[src/rtl/gf180mcu_fd_sc_mcu7t5v0__piso_tx.sv]
// Parallel-in / serial-out frame transmitter.
// A word is captured on a valid/ready handshake. It is then presented on SO
// one bit per enabled cycle, with FRAME marking the first bit. SHIFT_EN stalls
// the frame in place. A new word can be taken on the last bit, so frames can
// run back to back with no idle gap.
//
// Handshake: a transfer happens on the rising CLK edge where LOAD_VALID=1 and
// LOAD_READY=1. LOAD_READY is a function of state, bit count, SHIFT_EN and RST
// only, and never of LOAD_VALID. It is high in IDLE, and high in SHIFT only
// while the last bit is on SO and SHIFT_EN=1.
module gf180mcu_fd_sc_mcu7t5v0__piso_tx #(
  parameter int WIDTH     = 8,
  parameter bit MSB_FIRST = 1'b1
) (
  input  logic             CLK,
  input  logic             RST,
  input  logic [WIDTH-1:0] D,
  input  logic             LOAD_VALID,
  output logic             LOAD_READY,
  input  logic             SHIFT_EN,
  output logic             SO,
  output logic             SO_VALID,
  output logic             FRAME,
  output logic             BUSY
);

  localparam int CW = $clog2(WIDTH + 1);

  typedef enum logic {
    ST_IDLE  = 1'b0,
    ST_SHIFT = 1'b1
  } state_t;

  state_t           state_q, state_d;
  logic [WIDTH-1:0] sreg_q, sreg_d;
  logic [CW-1:0]    cnt_q, cnt_d;
  logic             so_q, so_d;
  logic             so_valid_q, so_valid_d;
  logic             frame_q, frame_d;

  logic             busy, last_bit, transfer, step, stall, keep;
  logic             first_bit, next_bit;
  logic [WIDTH-1:0] load_rest, shift_rest;

  // Next-state selection. Ternaries are used on purpose: an unknown
  // LOAD_VALID or SHIFT_EN then spreads X into the state in simulation
  // instead of silently falling into an else branch.
  always_comb begin
    busy       = (state_q == ST_SHIFT);
    last_bit   = (cnt_q == CW'(WIDTH));
    LOAD_READY = ~RST & (~busy | (last_bit & SHIFT_EN));
    transfer   = LOAD_VALID & LOAD_READY;
    step       = busy & SHIFT_EN & ~last_bit;
    stall      = busy & ~SHIFT_EN;
    keep       = transfer | step | stall;

    // The first bit goes straight to SO, and the remaining bits are parked
    // in the shift register so the outgoing bit is always at the same end.
    first_bit  = MSB_FIRST ? D[WIDTH-1] : D[0];
    load_rest  = MSB_FIRST ? (D << 1) : (D >> 1);
    next_bit   = MSB_FIRST ? sreg_q[WIDTH-1] : sreg_q[0];
    shift_rest = MSB_FIRST ? (sreg_q << 1) : (sreg_q >> 1);

    state_d    = keep ? ST_SHIFT : ST_IDLE;
    sreg_d     = transfer ? load_rest  : (step ? shift_rest      : (stall ? sreg_q  : '0));
    so_d       = transfer ? first_bit  : (step ? next_bit        : (stall ? so_q    : 1'b0));
    frame_d    = transfer ? 1'b1       : (step ? 1'b0            : (stall ? frame_q : 1'b0));
    cnt_d      = transfer ? CW'(1)     : (step ? cnt_q + CW'(1)  : (stall ? cnt_q   : '0));
    so_valid_d = keep;
  end

  // State and registered outputs. Reset clears everything without a clock.
  always_ff @(posedge CLK or posedge RST) begin
    if (RST) begin
      state_q    <= ST_IDLE;
      sreg_q     <= '0;
      cnt_q      <= '0;
      so_q       <= 1'b0;
      so_valid_q <= 1'b0;
      frame_q    <= 1'b0;
    end else begin
      state_q    <= state_d;
      sreg_q     <= sreg_d;
      cnt_q      <= cnt_d;
      so_q       <= so_d;
      so_valid_q <= so_valid_d;
      frame_q    <= frame_d;
    end
  end

  assign SO       = so_q;
  assign SO_VALID = so_valid_q;
  assign FRAME    = frame_q;
  assign BUSY     = busy;

endmodule

[config.mk]
export PLATFORM = sky130hd
export DESIGN_NAME = gf180mcu_fd_sc_mcu7t5v0__piso_tx
export DESIGN_NICKNAME = d
export VERILOG_FILES = /design/src/rtl/gf180mcu_fd_sc_mcu7t5v0__piso_tx.sv
export SDC_FILE = /design/constraint.sdc
export NUM_CORES = 1
export LEC_CHECK = 0
export ABC_AREA = 1
export BUFFER_PORTS_ARGS = -buffer_cell sky130_fd_sc_hd__buf_4
export CORE_MARGIN = 4
export CORE_UTILIZATION = 50
export CTS_BUF_LIST = sky130_fd_sc_hd__clkbuf_8
export DETAILED_ROUTE_END_ITERATION = 10
export GPL_TIMING_DRIVEN = 0
export PLACE_DENSITY = 0.82
export SLEW_MARGIN = 5
export SYNTH_ARGS = -nofsm -noshare
export SYNTH_HDL_FRONTEND = slang
export SYNTH_SLANG_ARGS = --single-unit
[constraint.sdc]
create_clock -name CLK -period 1.6 [get_ports CLK]
set_clock_uncertainty 0.05 [all_clocks]
set_input_delay 0.32 -clock CLK [delete_from_list [all_inputs] [get_ports CLK]]
set_output_delay 0.32 -clock CLK [all_outputs]
set_load 0.005 [all_outputs]
After elaboration in Yosys (flattened, before gate mapping)
Index checks and enable logic that the tools add are counted.
Word-level totals
  output and inout bits: 5
  logic and storage cells: 34
  input port bits: 12
  bits in registers: 16
Operators by class
  muxes and demuxes: 12
  eq/ne operators: 2
  add/sub/neg operators: 1
  bitwise operators: 13
Operator list (number)
  $mux W8: 3
  $mux W4: 3
  $and A1 B1 Y1: 6
  $mux W1: 6
  $add A4 B1 Y4 const B: 1
  $eq A4 B4 Y1 const B: 1
  $not A1 Y1: 4
  $ne A3 B3 Y1 const B: 1
  $or A1 B1 Y1: 3

Longest topological paths before layout
  depth in word-level cells: 8
  gate-level depth with buffers: 7
  mapped depth without buffers: 7

Worst setup path after synthesis
OpenSTA, ideal clock, no wires.
  path kind: reg-to-output
  start point: register cnt_q[0]
  end point: output port LOAD_READY
  required time: 1230 ps
  arrival time: 921 ps
  slack: 309 ps
  stages on the path, launching flop included: 5
  buffers on the path: 0
  cells stage by stage: dfrtp_1 > inv_1 > ha_1 > nand4_1 > a21oi_1
On the way
  longest elaborated chain between the ends: 4
RTL lines
  from (decl): line 36  | logic [CW-1:0] cnt_q, cnt_d;
  from (signal assigned): line 84  | cnt_q <= cnt_d;
  $eq A4 B4 Y1: line 50  | last_bit = (cnt_q == CW'(WIDTH));
  $and A1 B1 Y1: line 51  | LOAD_READY = ~RST & (~busy | (last_bit & SHIFT_EN));
  $or A1 B1 Y1: line 51
  $and A1 B1 Y1: line 51
  to (decl): line 19  | output logic LOAD_READY,
No other way between the ends.

Worst setup path after layout
Same ends and word-level chain as after synthesis.

==> qor.csv <==
stage,metric,value,unit
timing,relSlewSlack,70.6,%
critical_path,arrival,1240,ps
critical_path,crit_fanout,2,
timing,setup_viol,1,
critical_path,cp-start-kind,flip-flop,
floorplan,die_h,46.1,um
timing,grt_setup_unrepaired,yes,
clocking,cts_root_buf,clkbuf_8,
clocking,cts_tree,yes,
finish,final_util,73.1,%
floorplan,ios,17,
clocking,hold_buffers,0,
clocking,cts.path.max_buffers,2,
job,cap_violations,0,
floorplan,start_util,54.5,%
timing,drv_slew,0,
detailed_routing,vias_per_cell,5.39,
timing,worst_slew_pin_slew,440,ps
finish,fillers,102,
place,io_buffers,15,
status,violations,negative setup slack,
synth,seq_area_frac_synth,48.2,%
clocking,numCtsBuffers,3,
timing,finalHoldViolations,0,
detailed_routing,ant_nets,0,
critical_path,crit_type,flip-flop to output port,
detailed_routing,totalWireLength,1530,um
timing,fin_ws,-5.20,ps
synth,syn-num-nets,94,
critical_path,r2r_setup_slack,170,ps
timing,period_share,100,%
finish,syn2layout_area_growth,34.1,%
timing,tns,-5.20,ps
timing,max_freq,623,MHz
pwr,pwr_density_cell,1500,mW/mm2
floorplan,die_w,46.1,um
global_route,grt_max_degree,23,
clocking,htree_levels,1,
clocking,clkTransAtPathRegs,50,ps
detailed_routing,drt_iter0_markers,18,
critical_path,cp-end-kind,output port,
finish,n_antenna_cell,0,
detailed_routing,drc,0,
global_route,grt_overflow,0,
critical_path,rr_worst_depth,8,
worst_hold_path,hp-class,input port to async pin,
finish,final_layout_size_suffix_gt1_share,42.3,%
finish,final_cells,119,
clocking,clock_latency,240,ps
critical_path,path_cells,inv_2 -> ha_4 -> nand4_1 -> a21oi_2 -> buf_4,
synth,synthCells,80,
timing,whs,46.2,ps
global_route,grt_pass1_vias,618,
global_route,grt_pass1_wl,2590,um
timing,finalCriticalPeriod,1610,ps
synth,syn_avg_cell_area,9.09,um2
synth,syn_area,727,um2
floorplan,die_area,0.00213,mm2
place,gp_congestion,0.773,
critical_path,max_stage_delay,390,ps
critical_path,cp.required,1230,ps
status,status,finished with violations,
pwr,ir_drop,0.855,mV
place,hpwl,1020,um
synth,synth_seq_cells,14,
global_route,antenna_found_initial,0,
floorplan,row_count,13,
critical_path,critical-path-top-delay-family,flip-flops,
floorplan,coreArea,0.00133,mm2
detailed_routing,wl_per_cell,12.8,um
synth,yosys_warnings,0,
global_route,grtUsageTotal,17.3,%
detailed_routing,firstDrtPassIters,4,
critical_path,slowest_stage,dfrtp_1,
detailed_routing,via_count,642,
pwr,total_power,0.00146,W
finish,nNetsFinal,120,
clocking,cts_sinks,14,
critical_path,r2r-start,cnt_q[0],
synth,synth_cell_type_count,22,
place,dp.cells,110,
critical_path,r2r-end,sreg_q[3],
finish,final_cell_mix,"22 x nand2_1, 22 x buf_4, 14 x dfrtp_1",
pwr,p_leak,0.487,nW
critical_path,path_buf_inv,2,
synth_stat cells, drive strengths merged:
library cell  instances  area, um2
dfrtp                14        350
nand3                 9       50.1
nand4                 9       71.3
xnor2                 1       8.76
clkinv                1       8.76
o22ai                 2       18.8
buf                   1       7.51
ha                    2       25.0
nor2                  1       3.75
nand2                26        113
clkbuf                1       5.00
a21oi                 1       5.00
inv                   9       33.8
o211ai                1       12.5
o21ai                 2       13.8
repair_timing:
action / CTS / global route
hold endpoints to repair: 0 / 0
setup endpoints to repair: 1 / 8
setup buffers: 7 / 0
pin swaps: 3 / 4
gates resized for setup: 3 / 4
cell type report:
type                       instances  area (um2)  share of cell area, %
multi-input combinational         54         352                   36.1
timing repair buffer              21         158                   16.2
sequential                        14         350                   35.9
tap                               15        18.8                   1.93
clock buffer                       3        41.3                   4.24
buffer                             2        12.5                   1.28
inverter                          10        42.5                   4.36
state kept, by name, indices dropped and copies added, names as in the netlist:
register	cells
sreg_q	7
cnt_q	4
FRAME	1
SO	1
SO_VALID	1
cell families (layout without fill, tap and decap cells):
logic type | Yosys count | in the layout | synth area share [%]
XOR/XNOR | 1 | 1 | 1.21
adder cells (fa/ha/maj) | 2 | 2 | 3.44
AND/OR/NAND/NOR | 45 | 45 | 32.7
AO/OA/AOI/OAI | 6 | 6 | 6.88
flip-flops | 14 | 14 | 48.2
buffers and inverters | 12 | 36 | 7.57
metrics by stage:
step | worst slack [ps] | instance area (um2)
after floorplan | 309 | 727
after global placement | 167 | 858
after detailed placement | 127 | 858
after CTS | 14.5 | 965
after global routing | -93.0 | 975
final | -5.20 | 975
report_power, final:
group | switching (W) | internal [W] | total [W] | leakage, nW
logic | 0.000300 | 0.000305 | 0.000605 | 0.283
clock network | 0.000118 | 0.000166 | 0.000284 | 0.0216
registers | 0.0000983 | 0.000478 | 0.000576 | 0.183
total | 0.000516 | 0.000949 | 0.00146 | 0.487
worst register-to-register path, stage by stage (launching register included):
cell and delay [ps]:
dfrtp_1 390, inv_2 70, ha_4 130, nand4_1 130
buf_4 170, buf_4 140, nand2_8 70, nand4_1 100
nand3_1 110
metal layers:
metal	global-route usage [%]	share of wire, %	vias to the layer above
met5	0	0	-
met4	10.2	2.2	0
met3	3.52	5.6	5
met2	27.7	49	17
met1	21.2	43	305
li1	-	-	315
worst max path at each step:
stage / depth (start not counted) / start / to
after floorplan: 4 / cnt_q[0] / LOAD_READY
after global placement: 5 / cnt_q[0] / LOAD_READY
after detailed placement: 5 / cnt_q[0] / LOAD_READY
after CTS: 5 / cnt_q[0] / LOAD_READY
after global routing: 5 / cnt_q[1] / LOAD_READY
final: 5 / cnt_q[0] / LOAD_READY
Note: power is estimated with default switching activity, not from simulation.
